===== src/rtl/adam_periph_uart_cfg_ctrl.sv =====
// Reconfiguration sequencer for one UART TX/RX engine pair: owns the live line config and
// only swaps in a host write while both engines hold pause acknowledge.
module adam_periph_uart_cfg_ctrl #(
    parameter int unsigned DATA_WIDTH = 32,
    parameter int unsigned RST_BAUD   = 868,
    parameter int unsigned RST_DLEN   = 8
) (
    input  logic                  clk,
    input  logic                  rst,
    input  logic                  sys_pause_req,
    output logic                  sys_pause_ack,
    input  logic                  cfg_valid,
    output logic                  cfg_ready,
    input  logic                  cfg_parity_sel,
    input  logic                  cfg_parity_ctl,
    input  logic [3:0]            cfg_data_len,
    input  logic                  cfg_stop_bits,
    input  logic [DATA_WIDTH-1:0] cfg_baud,
    output logic                  cfg_err,
    output logic                  busy,
    output logic                  tx_pause_req,
    output logic                  rx_pause_req,
    input  logic                  tx_pause_ack,
    input  logic                  rx_pause_ack,
    output logic                  parity_select,
    output logic                  parity_control,
    output logic                  stop_bits,
    output logic [3:0]            data_length,
    output logic [DATA_WIDTH-1:0] baud_rate
);

    localparam int unsigned LEN_W = 4;
    localparam logic [LEN_W-1:0]      LEN_MIN   = LEN_W'(5);
    localparam logic [LEN_W-1:0]      LEN_MAX   = LEN_W'(9);
    localparam logic [DATA_WIDTH-1:0] BAUD_MIN  = DATA_WIDTH'(2);
    localparam logic [LEN_W-1:0]      DLEN_RST  = LEN_W'(RST_DLEN);
    localparam logic [DATA_WIDTH-1:0] BAUD_RST  = DATA_WIDTH'(RST_BAUD);

    typedef enum logic [2:0] {
        RUN      = 3'd0,
        PAUSING  = 3'd1,
        APPLY    = 3'd2,
        HALTED   = 3'd3,
        RESUMING = 3'd4
    } state_t;

    state_t state, state_next;
    logic   pending, pending_next;

    logic   accept, legal, take;
    logic   pause_req_next, sys_ack_next, ready_next, busy_next, err_next;

    logic                  sh_parity_sel;
    logic                  sh_parity_ctl;
    logic                  sh_stop_bits;
    logic [LEN_W-1:0]      sh_data_len;
    logic [DATA_WIDTH-1:0] sh_baud;

    // Handshake and field legality of the incoming host write.
    always_comb begin
        accept = cfg_valid && cfg_ready;
        legal  = (cfg_data_len >= LEN_MIN) && (cfg_data_len <= LEN_MAX) && (cfg_baud >= BAUD_MIN);
        take   = accept && legal;
    end

    always_ff @(posedge clk) begin
        if (rst) begin
            state   <= HALTED;
            pending <= 1'b0;
        end else begin
            state   <= state_next;
            pending <= pending_next;
        end
    end

    // Next state plus next values of the registered outputs, derived from the next state.
    always_comb begin
        state_next   = state;
        pending_next = pending;

        case (state)
            RUN: begin
                if (take || sys_pause_req) state_next = PAUSING;
            end
            PAUSING: begin
                if (tx_pause_ack && rx_pause_ack) state_next = pending ? APPLY : HALTED;
            end
            APPLY: begin
                state_next = sys_pause_req ? HALTED : RESUMING;
            end
            HALTED: begin
                if (take)                state_next = APPLY;
                else if (!sys_pause_req) state_next = RESUMING;
            end
            RESUMING: begin
                // A fresh system pause wins over finishing the resume.
                if (sys_pause_req)                      state_next = PAUSING;
                else if (!tx_pause_ack && !rx_pause_ack) state_next = RUN;
            end
            default: state_next = HALTED;
        endcase

        if (take)                pending_next = 1'b1;
        else if (state == APPLY) pending_next = 1'b0;

        pause_req_next = !((state_next == RUN) || (state_next == RESUMING));
        sys_ack_next   = (state_next == HALTED);
        busy_next      = (state_next != RUN);
        ready_next     = ((state_next == RUN) || (state_next == HALTED)) && !pending_next;
        err_next       = accept && !legal;
    end

    always_ff @(posedge clk) begin
        if (rst) begin
            tx_pause_req  <= 1'b1;
            rx_pause_req  <= 1'b1;
            sys_pause_ack <= 1'b1;
            cfg_ready     <= 1'b1;
            cfg_err       <= 1'b0;
            busy          <= 1'b1;
        end else begin
            tx_pause_req  <= pause_req_next;
            rx_pause_req  <= pause_req_next;
            sys_pause_ack <= sys_ack_next;
            cfg_ready     <= ready_next;
            cfg_err       <= err_next;
            busy          <= busy_next;
        end
    end

    // Shadow copy of the last legal write, held until the engines are paused.
    always_ff @(posedge clk) begin
        if (rst) begin
            sh_parity_sel <= 1'b0;
            sh_parity_ctl <= 1'b0;
            sh_stop_bits  <= 1'b0;
            sh_data_len   <= DLEN_RST;
            sh_baud       <= BAUD_RST;
        end else if (take) begin
            sh_parity_sel <= cfg_parity_sel;
            sh_parity_ctl <= cfg_parity_ctl;
            sh_stop_bits  <= cfg_stop_bits;
            sh_data_len   <= cfg_data_len;
            sh_baud       <= cfg_baud;
        end
    end

    // Live config only moves on the APPLY cycle, when both engines are known idle.
    always_ff @(posedge clk) begin
        if (rst) begin
            parity_select  <= 1'b0;
            parity_control <= 1'b0;
            stop_bits      <= 1'b0;
            data_length    <= DLEN_RST;
            baud_rate      <= BAUD_RST;
        end else if (state == APPLY) begin
            parity_select  <= sh_parity_sel;
            parity_control <= sh_parity_ctl;
            stop_bits      <= sh_stop_bits;
            data_length    <= sh_data_len;
            baud_rate      <= sh_baud;
        end
    end

endmodule


===== config.mk =====
export PLATFORM = sky130hd
export DESIGN_NAME = adam_periph_uart_cfg_ctrl
export DESIGN_NICKNAME = d
export VERILOG_FILES = /design/src/rtl/adam_periph_uart_cfg_ctrl.sv
export SDC_FILE = /design/constraint.sdc
export NUM_CORES = 1
export LEC_CHECK = 0
export CORE_UTILIZATION = 43
export DETAILED_ROUTE_END_ITERATION = 16
export PLACE_DENSITY = 0.76
export SLEW_MARGIN = 10
export SYNTH_ARGS = -nofsm -noshare
export SYNTH_HDL_FRONTEND = slang
export SYNTH_SLANG_ARGS = --single-unit

===== constraint.sdc =====
create_clock -name clk -period 2.06 [get_ports clk]
set_clock_uncertainty 0.2 [all_clocks]
set_input_delay 0.515 -clock clk [delete_from_list [all_inputs] [get_ports clk]]
set_output_delay 0.515 -clock clk [all_outputs]
set_load 0.01 [all_outputs]

==> results of run 1 <==
-- path summary, 6_finish.rpt --
check	cells after the start	slack (ns)	to
setup / recovery	9	-0.01	cfg_ready
hold / removal	3	0.22	sh_baud[29]
setup reg to reg	5	0.24	cfg_ready
hold reg to reg	2	0.25	data_length[0]
-- through the flow --
step | TNS (ns) | instance area, um^2 | worst slack, ns | total power, mW | cells
after detailed placement | -32.90 | 4350 | -0.766 | 2.38 | 549
after global routing | -0.125 | 4700 | -0.0698 | 3.93 | 571
after CTS | 0 | 4730 | 0.00291 | 3.77 | 569
final | -0.0148 | 4700 | -0.0148 | 3.76 | 571
after floorplan | -0.0411 | 3280 | -0.00208 | 2.11 | 362
after global placement | -31.84 | 4350 | -0.734 | 2.36 | 549
-- cells in the final DEF, fill, tap and decap left out, types with 2 or more instances in the layout --
cell             synthesis  layout
dfxtp_1                 87      87
nand2_1                 79      79
clkdlybuf4s50_1          0      52
nor2_1                  47      45
a21oi_1                 37      36
mux2i_1                 33      33
buf_4                    2      22
clkbuf_2                 0      17
clkbuf_8                 0      13
inv_1                    8       7
nand3b_1                 7       7
buf_6                    1       6
buf_2                    2       6
nor4_4                   0       5
a211o_1                  5       5
dlygate4sd2_1            0       5
clkdlybuf4s15_1          0       4
nand2b_1                 4       3
or2_1                    3       3
nor4_2                   0       2
nand4_1                  2       2
o211ai_1                 2       2
o21ai_0                  4       2
bufinv_16                0       2
buf_12                   0       2
-- cell type report --
| cell class | count | area (um^2) | share of cell area |
|---|---|---|---|
| sequential | 87 | 1740 | 0.371 |
| multi-input combinational | 244 | 1520 | 0.322 |
| timing repair buffer | 117 | 1050 | 0.223 |
| clock buffer | 14 | 183 | 0.0389 |
| tap | 99 | 124 | 0.0264 |
| clock inverter | 2 | 60.1 | 0.0128 |
| inverter | 8 | 30.0 | 0.00639 |
-- what timing repair did --
action	4_1_cts	5_1_grt
resized for setup	88	54
setup buffers	4	2
pin swaps	14	14
setup endpoints to repair	48	45
cloned	1	0
-- flip-flops by register name (all words and copies together) (netlist names), 3 cells and up --
| register | flops |
|---|---|
| data_length | 4 |
| sh_baud | 32 |
| state | 3 |
| baud_rate | 32 |
| sh_data_len | 4 |
-- power breakdown --
group          internal (mW)  switching [mW]
sequential              1.76          0.0520
clock                  0.817           0.559
combinational          0.276           0.303
-- critical path: cells and delay by family --
kind | cells | cell delay, ns
simple gates | 2 | 0.41
compound gates | 3 | 0.70
buf+inv | 4 | 0.50
-- per-layer routing --
| layer | global-route usage | vias up |
|---|---|---|
| li1 | - | 1415 |
| met1 | 0.258 | 1333 |
| met2 | 0.369 | 90 |
| met3 | 0.0560 | 12 |
| met4 | 0.0880 | 0 |
| met5 | 0 | - |
-- cells by family (layout without fill, tap and decap cells) --
group / Yosys count / in the layout / synth area share
multiplexers: 33 / 33 / 0.102
AO/OA/AOI/OAI: 58 / 58 / 0.107
AND/OR/NAND/NOR: 153 / 153 / 0.202
buffers and inverters: 31 / 141 / 0.0517
flip-flops: 87 / 87 / 0.537
==> metrics.csv, run 1 <==
metric;value;unit
outcome;finished, violations left;
violations;setup timing;
grt_max_degree;32;
fin_crit_sh;1.01;
critPathMostFrequentCell;buf_6;
antenna_found_initial;0;
power_density;801;mW/mm^2
nNetsFinal;512;
synth_top_cells_by_count;87 x dfxtp_1, 79 x nand2_1, 47 x nor2_1, 37 x a21oi_1, 33 x mux2i_1;
grt_pass1_vias;2626;
startpoint_type;input port;
num-fill-cells;619;
dp_hpwl;5590;um
setup_slack;-0.0148;ns
drtIter0Drc;143;
avgSynthCellArea;8.96;um^2
synth_cell_type_count;33;
synth_area_leaders;dfxtp_1 54%, mux2i_1 10%, nand2_1 9.1%;
post-route-util;0.648;
worstPathMaxFanout;5;
syn_inst;362;
reg2reg_from;state[1];
dieWidth;88.8;um
synth_most_common_cell;dfxtp_1;
drv_cap;0;
clk_pin_slew;0.08;ns
cpPeakStageDelay;0.27;ns
worstPathCellList;buf_6, nor4_4, nand4_1, buf_6, o2111ai_4, buf_6, a21boi_4, inv_2, o31ai_2;
via_count;2850;
whs;0.219;ns
holdCritStartpoint;cfg_baud[29];
initial_core_util;0.447;
grt-ovfl-total;0;
viasPerCell;4.99;
coreArea;0.00725;mm^2
fin_crit;2.07;ns
drt-total-wl;8280;um
numCtsBuffers;9;
rows;31;
ys_seq_area_frac;0.537;
io_buffer_count;89;
yosysWarnings;0;
ys_ff_latch;87;
htree_levels;3;
max-slew-margin-rel;0.615;
cts_buffer_depth;2;
critPathArrivalTime;2.13;ns
hold_class;input port to flop;
first_pass_iters;4;
irDropWorstVdd;0.388;mV
fp.dieH;88.8;um
fmax;482;MHz
hold_violations;0;
clock-root-buffer;clkbuf_8;
cts_tree;yes;
yosysTopAreaCell;dfxtp_1;
synth_nets;407;
worst_pin_slew;0.577;ns
crit_start;cfg_baud[29];
drc;0;
synth_edf_count;0;
top_layer_used;met4;
track_usage;0.216;
critPathCaptureType;flop;
dieArea;0.00789;mm^2
grt_pass1_wl;12500;um
worst_ep_required_time;2.12;ns
ys.flop_type;dfxtp_1;
async_flop_share;0;
met3WireLength;513;um
syn-cell-area;0.00324;mm^2
slowest_stage;nor4_4;
rsz0062_at_grt;yes;
ant_nets;0;
p_leak;2.01;nW
dr_wl_met2;4200;um
diodes;0;
setup_viol;1;
area_delta_synth_final;44.9;%
worstSkewPairLatency;0.35;ns
drive_gt1_frac;0.197;
maxSlewViolCount;0;
gp_congestion;0.842;
worstSetupPathType;input port to flop;
hold_buffers;0;
synth_top_area_frac;0.537;
io_pins;90;
wl_met1;3430;um
clock-sinks;87;
wl_per_cell;14.5;um
(Power assumes the default switching activity.)
==> run 2, diff against run 1 <==
--- a/config.mk
+++ b/config.mk
@@ -5,6 +5,7 @@
 export SDC_FILE = /design/constraint.sdc
 export NUM_CORES = 1
 export LEC_CHECK = 0
+export CORE_MARGIN = 5
 export CORE_UTILIZATION = 43
 export DETAILED_ROUTE_END_ITERATION = 16
 export PLACE_DENSITY = 0.76
==> run 2 against run 1 <==
- the flow still finishes with violations (setup timing)
- sequential power about the same
- count of clock-buffer cells in the layout fell by 5
- critical path depth is 1 lower
- sequential cell count unchanged
- fmax is essentially flat
- power decreased by 4.4%
- sequential share of layout area down 0.082 points
- wire length increased by 3.6%
- combinational power is essentially flat
- worst hold slack got worse by 0.022 ns
- critical endpoint is now sh_baud[2]
- largest cell class unchanged
- largest power group unchanged
- highest routed layer unchanged
==> metrics.csv, run 2 (synthesis results as in run 1) <==
metric;value;unit
track_usage;0.186;
pre_cts_ws;-0.862;ns
final_common_cell;dfxtp_1;
stdcell_count;572;
setup_slack;-0.0135;ns
viasPerCell;5.04;
fmax;482;MHz
io_pins;90;
drc;0;
power_density;763;mW/mm^2
worstSkewPairLatency;0.35;ns
gp_congestion;0.764;
finalPower;3.60;mW
rows;31;
maxSlewViolCount;0;
worst_ep_required_time;2.10;ns
outcome;finished, violations left;
p_leak;2.00;nW
hold_buffers;0;
r2r_setup_slack;0.19;ns
clock-root-buffer;clkbuf_8;
startpoint_type;input port;
wl_per_cell;15.0;um
hold_class;input port to flop;
grt_max_degree;53;
hold_violations;0;
via_count;2881;
worst_pin_slew;0.382;ns
area_delta_synth_final;45.3;%
clock-sinks;87;
cts_tree;yes;
dp_cells;549;
cts_buffer_depth;2;
drtIter0Drc;116;
worstSetupPathType;input port to flop;
fin_crit;2.07;ns
r2r-end;busy;
max-slew-margin-rel;0.744;
setup_viol;3;
tns;-0.0308;ns
place_area;0.00443;mm^2
grt_pass1_wl;14500;um
holdCritStartpoint;cfg_baud[1];
drv_cap;0;
whs;0.198;ns
rsz0062_at_grt;yes;
reg2reg_from;state[1];
fp.dieH;96.8;um
worstPathMaxFanout;13;
violations;setup timing;
final_area;0.00471;mm^2
post-route-util;0.646;
num-fill-cells;617;
dieWidth;96.8;um
layout_common_cells;86 x dfxtp_1, 78 x nand2_1, 53 x clkdlybuf4s50_1;
clk_pin_slew;0.09;ns
grt_pass1_vias;2927;
dieArea;0.00938;mm^2
diodes;0;
nNetsFinal;513;
holdPathStages;3;
first_pass_iters;4;
worstRegToRegCells;5;
fin_crit_sh;1.01;
dp_hpwl;5980;um
ant_nets;0;
drt-total-wl;8580;um
initial_core_util;0.445;
critPathArrivalTime;2.12;ns
io_buffer_count;89;
htree_levels;3;
reg_top3;baud_rate: 32 flops, sh_baud: 32 flops;
numCtsBuffers;9;
critPathCaptureType;flop;
antenna_found_initial;0;
drive_gt1_frac;0.195;
grt-ovfl-total;0;
irDropWorstVdd;0.414;mV
coreArea;0.00729;mm^2
hold-path-endpoint;sh_baud[1];
[run 2: how the worst max path moves through the flow]
stage | from | end | slack, ns | depth (start not counted)
final | cfg_baud[29] | sh_baud[2] | -0.01 | 8
after global routing | cfg_baud[20] | cfg_ready | -0.10 | 8
after CTS | cfg_baud[1] | cfg_ready | -0.009 | 8
after detailed placement | cfg_baud[1] | cfg_ready | -0.86 | 9
after global placement | cfg_baud[1] | cfg_ready | -0.82 | 9
after floorplan | cfg_baud[15] | sh_baud[10] | -0.002 | 7
[run 2: area by class of cell]
| type | instances | area (um^2) | area share |
|---|---|---|---|
| sequential | 87 | 1740 | 0.370 |
| multi-input combinational | 244 | 1490 | 0.315 |
| timing repair buffer | 118 | 1130 | 0.239 |
| clock buffer | 9 | 124 | 0.0263 |
| tap | 99 | 124 | 0.0263 |
| clock inverter | 7 | 78.8 | 0.0167 |
| inverter | 8 | 30.0 | 0.00637 |
[run 2: critical path: stages]
cell       delay, ns
buf_2           0.12
nor4_4          0.28
nand4_1         0.23
o2111ai_4       0.32
buf_4           0.18
buf_12          0.14
nor2_1          0.05
a211o_1         0.27
[run 2: layer usage]
| layer | global-route usage | vias to the layer above | routed length [um] |
|---|---|---|---|
| met5 | 0 | - | 0 |
| met2 | 0.312 | 84 | 4260 |
| met3 | 0.0561 | 17 | 391 |
| met1 | 0.227 | 1356 | 3750 |
| li1 | - | 1424 | - |
| met4 | 0.0626 | 0 | 183 |
[run 2: power by group]
part | switching [mW] | leakage [nW] | internal [mW]
clock | 0.628 | 0.0982 | 0.575
sequential | 0.0546 | 0.707 | 1.76
combinational | 0.291 | 1.20 | 0.291
total | 0.974 | 2.00 | 2.62
[run 2: what timing repair did]
action,CTS,global route
endpoints found under the setup margin,49,41
pin swaps,14,13
setup buffers,4,3
gates cloned,1,0
resized for setup,117,28
